`src/rtl/alu_issue_stage_if.sv`:
```
`default_nettype none
// ============================================================================
// Module   : alu_issue_stage_if
// Purpose  : Upstream instruction and downstream result handshake bundle
//            for alu_issue_stage.
// Revision : 1.0 - initial release
// ============================================================================
interface alu_issue_stage_if #(
    parameter int XLEN       = 32,
    parameter int REG_ADDR_W = 5
);
    logic                  in_valid;
    logic                  in_ready;
    logic [6:0]            in_opcode;
    logic [2:0]            in_funct3;
    logic                  in_funct7b5;
    logic [REG_ADDR_W-1:0] in_rs1;
    logic [REG_ADDR_W-1:0] in_rs2;
    logic [REG_ADDR_W-1:0] in_rd;
    logic [XLEN-1:0]       in_rs1_data;
    logic [XLEN-1:0]       in_rs2_data;
    logic [XLEN-1:0]       in_imm;
    logic [XLEN-1:0]       in_pc;
    logic                  out_valid;
    logic                  out_ready;
    logic [XLEN-1:0]       out_result;
    logic                  out_zero;
    logic [REG_ADDR_W-1:0] out_rd;
    logic                  out_illegal;

    modport slave (
        input  in_valid, in_opcode, in_funct3, in_funct7b5, in_rs1, in_rs2, in_rd,
               in_rs1_data, in_rs2_data, in_imm, in_pc, out_ready,
        output in_ready, out_valid, out_result, out_zero, out_rd, out_illegal
    );

    modport master (
        output in_valid, in_opcode, in_funct3, in_funct7b5, in_rs1, in_rs2, in_rd,
               in_rs1_data, in_rs2_data, in_imm, in_pc, out_ready,
        input  in_ready, out_valid, out_result, out_zero, out_rd, out_illegal
    );
endinterface
`default_nettype wire

```
`src/rtl/alu_issue_stage.sv`:
```
`default_nettype none
// ============================================================================
// Module   : alu_issue_stage
// Purpose  : Two-stage RV32I ALU issue: decode/operand register, then ALU
//            result register, valid/ready on both sides.
//            Optional operand bypass: define ALU_ISSUE_FWD_EN.
// Revision : 1.0 - initial release
// ============================================================================
module alu_issue_stage #(
    parameter int XLEN       = 32,
    parameter int REG_ADDR_W = 5
) (
    input  wire logic         clk,
    input  wire logic         rst_n,
    input  wire logic         flush,
    alu_issue_stage_if.slave  bus
);
    localparam logic [6:0] c_OPC_R     = 7'b0110011;
    localparam logic [6:0] c_OPC_I     = 7'b0010011;
    localparam logic [6:0] c_OPC_LUI   = 7'b0110111;
    localparam logic [6:0] c_OPC_AUIPC = 7'b0010111;

    localparam logic [3:0] c_ADD  = 4'b0000;
    localparam logic [3:0] c_SUB  = 4'b0001;
    localparam logic [3:0] c_AND  = 4'b0010;
    localparam logic [3:0] c_OR   = 4'b0011;
    localparam logic [3:0] c_XOR  = 4'b0100;
    localparam logic [3:0] c_SLTU = 4'b0101;
    localparam logic [3:0] c_SLT  = 4'b0110;
    localparam logic [3:0] c_SLL  = 4'b0111;
    localparam logic [3:0] c_SRL  = 4'b1000;
    localparam logic [3:0] c_SRA  = 4'b1001;

    logic                  r_s1_valid, r_s1_illegal;
    logic [XLEN-1:0]       r_s1_in0, r_s1_in1;
    logic [3:0]            r_s1_op;
    logic [REG_ADDR_W-1:0] r_s1_rd;
    logic                  r_s2_valid, r_s2_zero, r_s2_illegal;
    logic [XLEN-1:0]       r_s2_result;
    logic [REG_ADDR_W-1:0] r_s2_rd;

    logic                  w_s2_ready, w_in_ready, w_in_fire;
    logic [XLEN-1:0]       w_rs1_val, w_rs2_val;
    logic [XLEN-1:0]       w_dec_in0, w_dec_in1;
    logic [3:0]            w_dec_op, w_f3_op;
    logic                  w_dec_illegal;
    logic [XLEN-1:0]       w_alu_result;
    logic                  w_alu_zero;

    // in_ready depends only on registered state and out_ready
    assign w_s2_ready = !r_s2_valid | bus.out_ready;
    assign w_in_ready = !r_s1_valid | w_s2_ready;
    assign w_in_fire  = bus.in_valid & w_in_ready;

`ifdef ALU_ISSUE_FWD_EN
    logic w_s1_hit1, w_s1_hit2, w_s2_hit1, w_s2_hit2;
    assign w_s1_hit1 = r_s1_valid & !r_s1_illegal & (bus.in_rs1 != '0) & (bus.in_rs1 == r_s1_rd);
    assign w_s1_hit2 = r_s1_valid & !r_s1_illegal & (bus.in_rs2 != '0) & (bus.in_rs2 == r_s1_rd);
    assign w_s2_hit1 = r_s2_valid & !r_s2_illegal & (bus.in_rs1 != '0) & (bus.in_rs1 == r_s2_rd);
    assign w_s2_hit2 = r_s2_valid & !r_s2_illegal & (bus.in_rs2 != '0) & (bus.in_rs2 == r_s2_rd);
    assign w_rs1_val = w_s1_hit1 ? w_alu_result : (w_s2_hit1 ? r_s2_result : bus.in_rs1_data);
    assign w_rs2_val = w_s1_hit2 ? w_alu_result : (w_s2_hit2 ? r_s2_result : bus.in_rs2_data);
`else
    logic w_unused;
    assign w_unused  = ^{bus.in_rs1, bus.in_rs2};
    assign w_rs1_val = bus.in_rs1_data;
    assign w_rs2_val = bus.in_rs2_data;
`endif

    always_comb begin
        w_f3_op = c_ADD;
        case (bus.in_funct3)
            3'b000:  w_f3_op = ((bus.in_opcode == c_OPC_R) && bus.in_funct7b5) ? c_SUB : c_ADD;
            3'b001:  w_f3_op = c_SLL;
            3'b010:  w_f3_op = c_SLT;
            3'b011:  w_f3_op = c_SLTU;
            3'b100:  w_f3_op = c_XOR;
            3'b101:  w_f3_op = bus.in_funct7b5 ? c_SRA : c_SRL;
            3'b110:  w_f3_op = c_OR;
            default: w_f3_op = c_AND;
        endcase
    end

    always_comb begin
        w_dec_illegal = 1'b0;
        w_dec_op      = c_ADD;
        w_dec_in0     = '0;
        w_dec_in1     = '0;
        case (bus.in_opcode)
            c_OPC_R: begin
                w_dec_in0 = w_rs1_val;
                w_dec_in1 = w_rs2_val;
                w_dec_op  = w_f3_op;
            end
            c_OPC_I: begin
                w_dec_in0 = w_rs1_val;
                w_dec_in1 = bus.in_imm;
                w_dec_op  = w_f3_op;
            end
            c_OPC_LUI: begin
                w_dec_in1 = bus.in_imm;
            end
            c_OPC_AUIPC: begin
                w_dec_in0 = bus.in_pc;
                w_dec_in1 = bus.in_imm;
            end
            default: w_dec_illegal = 1'b1;
        endcase
        if (w_dec_op == c_SLL || w_dec_op == c_SRL || w_dec_op == c_SRA) begin
            w_dec_in1 = {{(XLEN-5){1'b0}}, w_dec_in1[4:0]};
        end
    end

    always_comb begin
        w_alu_result = r_s1_in0 + r_s1_in1;
        case (r_s1_op)
            c_SUB:   w_alu_result = r_s1_in0 - r_s1_in1;
            c_AND:   w_alu_result = r_s1_in0 & r_s1_in1;
            c_OR:    w_alu_result = r_s1_in0 | r_s1_in1;
            c_XOR:   w_alu_result = r_s1_in0 ^ r_s1_in1;
            c_SLTU:  w_alu_result = {{(XLEN-1){1'b0}}, (r_s1_in0 < r_s1_in1)};
            c_SLT:   w_alu_result = {{(XLEN-1){1'b0}}, ($signed(r_s1_in0) < $signed(r_s1_in1))};
            c_SLL:   w_alu_result = r_s1_in0 << r_s1_in1[4:0];
            c_SRL:   w_alu_result = r_s1_in0 >> r_s1_in1[4:0];
            c_SRA:   w_alu_result = $unsigned($signed(r_s1_in0) >>> r_s1_in1[4:0]);
            default: w_alu_result = r_s1_in0 + r_s1_in1;
        endcase
    end
    assign w_alu_zero = (w_alu_result == '0);

    always_ff @(posedge clk or negedge rst_n) begin
        if (!rst_n) begin
            r_s1_valid   <= 1'b0;
            r_s1_illegal <= 1'b0;
            r_s1_in0     <= '0;
            r_s1_in1     <= '0;
            r_s1_op      <= c_ADD;
            r_s1_rd      <= '0;
            r_s2_valid   <= 1'b0;
            r_s2_result  <= '0;
            r_s2_zero    <= 1'b0;
            r_s2_rd      <= '0;
            r_s2_illegal <= 1'b0;
        end else if (flush) begin
            r_s1_valid <= 1'b0;
            r_s2_valid <= 1'b0;
        end else begin
            if (w_in_ready) begin
                r_s1_valid <= bus.in_valid;
            end
            if (w_in_fire) begin
                r_s1_in0     <= w_dec_in0;
                r_s1_in1     <= w_dec_in1;
                r_s1_op      <= w_dec_op;
                r_s1_rd      <= bus.in_rd;
                r_s1_illegal <= w_dec_illegal;
            end
            if (w_s2_ready) begin
                r_s2_valid <= r_s1_valid;
            end
            if (r_s1_valid && w_s2_ready) begin
                r_s2_result  <= w_alu_result;
                r_s2_zero    <= w_alu_zero;
                r_s2_rd      <= r_s1_rd;
                r_s2_illegal <= r_s1_illegal;
            end
        end
    end

    assign bus.in_ready    = w_in_ready;
    assign bus.out_valid   = r_s2_valid;
    assign bus.out_result  = r_s2_result;
    assign bus.out_zero    = r_s2_zero;
    assign bus.out_rd      = r_s2_rd;
    assign bus.out_illegal = r_s2_illegal;
endmodule
`default_nettype wire
```
`src/flat_wrapper.sv`:
```
// flat-port wrapper written by rule: the top's interface ports become plain ports
module alu_issue_stage_flat 
#(
    parameter int XLEN       = 32,
    parameter int REG_ADDR_W = 5
)
  (clk, rst_n, flush, bus_in_valid, bus_in_opcode, bus_in_funct3, bus_in_funct7b5, bus_in_rs1, bus_in_rs2, bus_in_rd, bus_in_rs1_data, bus_in_rs2_data, bus_in_imm, bus_in_pc, bus_out_ready, bus_in_ready, bus_out_valid, bus_out_result, bus_out_zero, bus_out_rd, bus_out_illegal);
  alu_issue_stage_if #(.XLEN(XLEN), .REG_ADDR_W(REG_ADDR_W)) bus_i ();
  input  wire logic clk;
  input  wire logic rst_n;
  input  wire logic flush;
  input wire logic [$bits(bus_i.in_valid)-1:0] bus_in_valid;
  input wire logic [$bits(bus_i.in_opcode)-1:0] bus_in_opcode;
  input wire logic [$bits(bus_i.in_funct3)-1:0] bus_in_funct3;
  input wire logic [$bits(bus_i.in_funct7b5)-1:0] bus_in_funct7b5;
  input wire logic [$bits(bus_i.in_rs1)-1:0] bus_in_rs1;
  input wire logic [$bits(bus_i.in_rs2)-1:0] bus_in_rs2;
  input wire logic [$bits(bus_i.in_rd)-1:0] bus_in_rd;
  input wire logic [$bits(bus_i.in_rs1_data)-1:0] bus_in_rs1_data;
  input wire logic [$bits(bus_i.in_rs2_data)-1:0] bus_in_rs2_data;
  input wire logic [$bits(bus_i.in_imm)-1:0] bus_in_imm;
  input wire logic [$bits(bus_i.in_pc)-1:0] bus_in_pc;
  input wire logic [$bits(bus_i.out_ready)-1:0] bus_out_ready;
  output wire logic [$bits(bus_i.in_ready)-1:0] bus_in_ready;
  output wire logic [$bits(bus_i.out_valid)-1:0] bus_out_valid;
  output wire logic [$bits(bus_i.out_result)-1:0] bus_out_result;
  output wire logic [$bits(bus_i.out_zero)-1:0] bus_out_zero;
  output wire logic [$bits(bus_i.out_rd)-1:0] bus_out_rd;
  output wire logic [$bits(bus_i.out_illegal)-1:0] bus_out_illegal;
  assign bus_i.in_valid = bus_in_valid;
  assign bus_i.in_opcode = bus_in_opcode;
  assign bus_i.in_funct3 = bus_in_funct3;
  assign bus_i.in_funct7b5 = bus_in_funct7b5;
  assign bus_i.in_rs1 = bus_in_rs1;
  assign bus_i.in_rs2 = bus_in_rs2;
  assign bus_i.in_rd = bus_in_rd;
  assign bus_i.in_rs1_data = bus_in_rs1_data;
  assign bus_i.in_rs2_data = bus_in_rs2_data;
  assign bus_i.in_imm = bus_in_imm;
  assign bus_i.in_pc = bus_in_pc;
  assign bus_i.out_ready = bus_out_ready;
  assign bus_in_ready = bus_i.in_ready;
  assign bus_out_valid = bus_i.out_valid;
  assign bus_out_result = bus_i.out_result;
  assign bus_out_zero = bus_i.out_zero;
  assign bus_out_rd = bus_i.out_rd;
  assign bus_out_illegal = bus_i.out_illegal;
  alu_issue_stage #(.XLEN(XLEN), .REG_ADDR_W(REG_ADDR_W)) u_core (.clk(clk), .rst_n(rst_n), .flush(flush), .bus(bus_i));
endmodule
```
`config.mk`:
```
export PLATFORM = sky130hd
export DESIGN_NAME = alu_issue_stage_flat
export DESIGN_NICKNAME = d
export VERILOG_FILES = /design/src/rtl/alu_issue_stage_if.sv /design/src/rtl/alu_issue_stage.sv /design/src/flat_wrapper.sv
export SDC_FILE = /design/constraint.sdc
export NUM_CORES = 1
export LEC_CHECK = 0
export BUFFER_PORTS_ARGS = -buffer_cell sky130_fd_sc_hd__buf_2
export CORE_UTILIZATION = 40
export CTS_BUF_LIST = sky130_fd_sc_hd__clkbuf_16
export CTS_CLUSTER_SIZE = 40
export DETAILED_ROUTE_END_ITERATION = 12
export PLACE_DENSITY = 0.55
export SLEW_MARGIN = 20
export SYNTH_ARGS = -nofsm -noshare
export SYNTH_HDL_FRONTEND = slang
export SYNTH_SLANG_ARGS = --single-unit
```
`constraint.sdc`:
```
create_clock -name clk -period 5.4 [get_ports clk]
set_clock_uncertainty 0.1 [all_clocks]
set_input_delay 1.08 -clock clk [delete_from_list [all_inputs] [get_ports clk]]
set_output_delay 1.08 -clock clk [all_outputs]
set_load 0.005 [all_outputs]
```
==> results of run 1 <==
worst paths after layout:
| kind | endpoint | slack (ns) |
|---|---|---|
| min in group asynchronous | u_core.r_s1_valid | 0.61 |
| setup reg to reg | u_core.bus.out_zero | 0.46 |
| setup / recovery | u_core.bus.out_zero | 0.46 |
| hold reg to reg | u_core.bus.out_rd[2] | 0.36 |
| hold / removal | u_core.bus.out_rd[2] | 0.36 |
| max in group asynchronous | u_core.r_s1_in1[2] | 4.07 |
power by group:
part,switching [W],internal [W],total [W]
Clock,0.000454,0.000805,0.00126
Combinational,0.00128,0.000776,0.00206
Sequential,0.000143,0.000974,0.00112
worst max-delay path: stages (launching register included):
cell,delay [ns]
dfrtp_1,0.74
inv_1,0.20
ha_1,0.50
or3_1,0.43
a2111oi_1,0.54
buf_4,0.21
o31a_1,0.28
nor2_1,0.09
a221o_1,0.31
a221oi_1,0.55
and4_1,0.26
and4bb_1,0.28
nand2_1,0.09
o31ai_2,0.24
sequential cells by signal (all words and copies together), names as in the netlist, 4 cells and up:
name                   flops
u_core.r_s1_rd             5
u_core.r_s1_op             4
u_core.r_s1_in1           32
u_core.r_s1_in0           32
u_core.bus.out_result     32
u_core.bus.out_rd          5
metal layers:
metal,vias up,routed length [um],global-route usage [%],part of all wire (%)
li1,7338,-,-,-
met5,-,35,0,0.050
met1,8211,31100,51.1,44
met4,6,2550,13.8,3.6
met3,136,5660,7.39,8.0
met2,803,31200,57.6,44
layout by cell type, fill, tap and decap left out, types with 36 or more instances in the layout:
cell type,count
buf_2,188
buf_4,70
o211ai_1,36
nand3_1,39
inv_1,93
o21ai_0,97
a22oi_1,38
mux2i_1,74
ha_1,97
nor2_1,145
a221oi_1,50
nand2_1,225
dfrtp_1,111
a21oi_1,155
mux4_2,46
through the flow:
step	worst slack, ns	util [%]	cell area (sq um)	total power (W)
final	0.464	46.3	16900	0.00444
after global routing	0.419	46.3	16900	0.00463
after CTS	0.633	46.3	16900	0.00440
after detailed placement	0.663	44.6	16200	0.00313
after global placement	0.621	44.6	16200	0.00311
after floorplan	0.930	-	14800	0.00235
cell type report:
type                            instances  share of cell area (%)
Clock buffer                           17                    2.52
Clock inverter                         14                    1.17
Inverter                              103                    2.29
Multi-Input combinational cell       1507                    64.5
Sequential cell                       115                    17.1
Tap cell                              468                    3.47
Timing Repair Buffer                  260                    8.94
cells by family (layout without fill, tap and decap cells):
kind of cell	Yosys count	in the layout	share of synthesized area, %
muxes	158	158	15.0
AOI/OAI and AO/OA	638	638	29.6
buffers and inverters	275	394	7.42
and+or+nand+nor	592	592	18.9
adders and majority gates	99	99	8.49
DFF	115	115	19.5
xor gates and xnor gates	20	20	1.19
==> flow_summary.yaml, run 1 <==
floorplanning:
  die_y_um: 194
  io_pins: 200
  core-area_sq_um: 36400
  initial_utilization_pct: 40.5
  die_w_um: 194
  die-area_sq_um: 37700
  rows: 70
clock_tree:
  post_cts_buffers: 0
  clockRootBuffer: "clkbuf_16"
  ctsResizeCount: 0
  cts_num_sinks: 115
  cts.htree.levels: 4
  clkSlewWorstSetupHoldPaths_ns: 0.06
  cts_tree: "yes"
  clkLatencyLatePin_ns: 0.46
  holdBufCountCts: 0
  cts_buffers: 17
  clk_path_buf_depth: 2
timing:
  drv_slew: 0
  tightestPinTransition_ns: 1.07
  min_period_ns: 4.94
  tns_ns: 0
  max_freq_ghz: 0.203
  max-slew-margin-rel_pct: 28.1
  holdWs_ns: 0.363
  setup_viol: 0
  rsz0062_at_grt: "false"
  report.final.hold_viol_count: 0
  period_share_pct: 91.4
pwr:
  p_leak_nw: 7.11
  powerDensity_nw_per_um2: 263
  vdd_drop_max_mv: 0.224
synthesis:
  synth_area_sq_um: 14800
  synth_top_area_cell: "dfrtp_1"
  synthTopCellsByArea: "dfrtp_1, ha_1, mux4_2"
  syn-num-nets: 2155
  synth.distinct_cells: 89
  synthArstFlopShare_pct: 100
  ys_seq_elements: 115
  synth_flop_cell: "dfrtp_1"
  yosysSeqAreaShare_pct: 19.5
  synth_edf_count: 0
  syn_inst: 1897
  avgSynthCellArea_sq_um: 7.79
  yosysTopAreaCellShare_pct: 19.5
  synth_commonest_cells: "nand2_1, a21oi_1, nor2_1, clkbuf_1, dfrtp_1"
  synth_most_common_cell: "nand2_1"
  yosys_warnings: 0
drt:
  first_pass_iters: 6
  wl_per_cell_um: 28.4
  ant_nets: 0
  drc: 0
  vias: 16500
  drt_iter0_markers: 1982
  wirelength_um: 70600
  via_per_inst: 6.64
worst_setup_path:
  end_kind: "register"
  r2r_cells: 13
  arrival_ns: 5.19
  crit_type: "register to register"
  timing.rr.start: "u_core.r_s1_in0[8]"
  path_max_fanout: 12
  setup.worst_path.start_class: "register"
  crit_start: "u_core.r_s1_in0[8]"
  crit_required_ns: 5.65
global_routing:
  grt_first_pass_wirelength_um: 104000
  grt_pass1_vias: 15500
  grt_max_degree: 116
  antenna_found_initial: 2
  track_usage_pct: 37.2
  gr-total-overflow: 0
placed_design:
  gp_congestion: 1.01
  hpwlAfterDp_um: 54500
  io_buffers: 189
  placedCellCount: 2453
layout:
  seq_area_sq_um: 2890
  drive_gt1_share_pct: 20.1
  fill_cells: 3743
  area_growth_pct: 14.1
  multi_input_area_sq_um: 10900
  instances_no_fill: 2484
  diodes: 0
  num-nets-final: 2262
min_path:
  hold_depth: 2
  holdCritStartpoint: "u_core.r_s1_rd[2]"
  hold_path.class: "register to register"
outcome:
  outcome: "finished, final reports clean"
flow_run:
  drv_cap: 0
(Power assumes the default switching activity.)
==> run 2, diff against run 1 <==
--- a/config.mk
+++ b/config.mk
@@ -11,6 +11,7 @@
 export CTS_CLUSTER_SIZE = 40
 export DETAILED_ROUTE_END_ITERATION = 12
 export PLACE_DENSITY = 0.55
+export SKIP_LAST_GASP = 1
 export SLEW_MARGIN = 20
 export SYNTH_ARGS = -nofsm -noshare
 export SYNTH_HDL_FRONTEND = slang
==> constraint.sdc (replaced) <==
create_clock -name clk -period 5.3 [get_ports clk]
set_clock_uncertainty 0.1 [all_clocks]
set_input_delay 1.06 -clock clk [delete_from_list [all_inputs] [get_ports clk]]
set_output_delay 1.06 -clock clk [all_outputs]
set_load 0.005 [all_outputs]
==> flow_summary.yaml, run 2 (synthesized netlist as in run 1, its figures left out) <==
worst_setup_path:
  crit_required_ns: 5.55
  arrival_ns: 5.10
  setup.worst_path.start_class: "register"
  path_max_fanout: 13
  crit_type: "register to register"
  regToRegSetupSlack_ns: 0.45
  end_kind: "register"
outcome:
  outcome: "finished, final reports clean"
floorplanning:
  io_pins: 200
  initial_utilization_pct: 40.5
  rows: 70
  die-area_sq_um: 37700
  die_y_um: 194
  core-area_sq_um: 36400
  die_w_um: 194
layout:
  post-route-util_pct: 46.6
  multi_input_area_sq_um: 10900
  diodes: 0
  seq_area_sq_um: 2890
  mostFrequentLayoutCells: "nand2_1, buf_2, a21oi_1"
  area_growth_pct: 14.9
  drive_gt1_share_pct: 20.9
  final_common_cell: "nand2_1"
  num-nets-final: 2283
  fill_cells: 3790
clock_tree:
  cts_num_sinks: 115
  clk_path_buf_depth: 2
  clkSlewWorstSetupHoldPaths_ns: 0.06
  ctsResizeCount: 0
  cts_tree: "yes"
  cts_buffers: 17
  post_cts_buffers: 0
  holdBufCountCts: 0
  clkLatencyLatePin_ns: 0.45
  cts.htree.levels: 4
  clockRootBuffer: "clkbuf_16"
timing:
  report.final.hold_viol_count: 0
  tightestPinTransition_ns: 1.08
  setup_viol: 0
  drv_slew: 0
  min_period_ns: 4.85
  max_freq_ghz: 0.206
  tns_ns: 0
  period_share_pct: 91.5
  rsz0062_at_grt: "false"
  max-slew-margin-rel_pct: 26.7
pwr:
  p_comb_share_pct: 48.3
  powerDensity_nw_per_um2: 258
  p_int_w: 0.00247
  seqPwrFrac_pct: 25.6
  p_leak_nw: 7.18
  vdd_drop_max_mv: 0.237
  sw_frac_of_total_pct: 43.7
  pwr-share-clk_pct: 26.0
  switching_power_w: 0.00191
drt:
  wirelength_um: 70400
  via_per_inst: 6.64
  ant_nets: 0
  drc: 0
  vias: 16600
  first_pass_iters: 5
  drt_iter0_markers: 1908
  wl_per_cell_um: 28.1
placed_design:
  gp_congestion: 1.03
  hpwlAfterDp_um: 55400
  io_buffers: 189
flow_run:
  drv_cap: 0
global_routing:
  gr-total-overflow: 0
  antenna_found_initial: 0
  grt_pass1_vias: 15500
  track_usage_pct: 37.1
  grt_max_degree: 86
  grt_first_pass_wirelength_um: 104000
min_path:
  hold_path.class: "register to register"
==> run 2: cell types whose count changed in the layout (fill, tap and decap cells not counted), moves of 2 or more <==
cell / before / now
clkinv_1: 0 / 3
buf_12: 2 / 4
buf_4: 70 / 89
bufinv_16: 5 / 2
==> run 2: final timing paths <==
kind,from,end,cells after the start
worst max-delay path,u_core.r_s1_in0[10],u_core.bus.out_zero,13
worst min-delay path,u_core.bus.out_rd[2],u_core.bus.out_rd[2],2
worst max register to register,u_core.r_s1_in0[10],u_core.bus.out_zero,13
worst min register to register,u_core.bus.out_rd[2],u_core.bus.out_rd[2],2
max in group asynchronous,rst_n,u_core.r_s1_in1[24],2
min in group asynchronous,rst_n,u_core.bus.out_result[11],1
==> run 2: worst max-delay path, stage by stage, from the launching register on <==
cell	delay [ns]
dfrtp_1	0.71
inv_1	0.24
ha_1	0.45
or4_1	0.60
a2111oi_1	0.33
buf_4	0.20
o31a_1	0.24
nor2_1	0.09
a221o_1	0.32
a221oi_1	0.60
and4_1	0.29
and4bb_1	0.26
nand2_1	0.09
o31ai_2	0.23
==> run 2: routing by layer <==
| layer | global-route usage [%] | part of all wire (%) |
|---|---|---|
| met1 | 52.9 | 45 |
| met3 | 5.84 | 8.1 |
| met2 | 57.1 | 44 |
| met4 | 11.9 | 3.1 |
| met5 | 0 | 0 |
==> run 2: final cells by class <==
cell class	instances	share of cell area [%]
Multi-Input combinational cell	1507	64.1
Inverter	103	2.28
Sequential cell	115	17.0
Timing Repair Buffer	281	9.95
Tap cell	468	3.45
Clock inverter	15	0.744
Clock buffer	17	2.51
==> run 2: stage by stage <==
step           hold WS, ns  total power [W]  setup WS [ns]  std cells  cell area (sq um)
2_1_floorplan        0.333          0.00239          0.830       1897              14800
3_3_place_gp         0.347          0.00318          0.649       2474              16400
3_5_place_dp         0.351          0.00319          0.598       2474              16400
4_1_cts              0.369          0.00434          0.573       2506              17000
5_1_grt              0.385          0.00458          0.308       2506              17000
6_report             0.364          0.00438          0.450       2506              17000
==> run 2: power groups by stage <==
stage	Combinational (W)	Sequential, W	Clock (W)
finish	0.00212	0.00112	0.00114
CTS	0.00206	0.00112	0.00116
global placement	0.00205	0.00113	0
detailed placement	0.00205	0.00114	0
global route	0.00225	0.00114	0.00119
floorplan	0.00130	0.00109	0
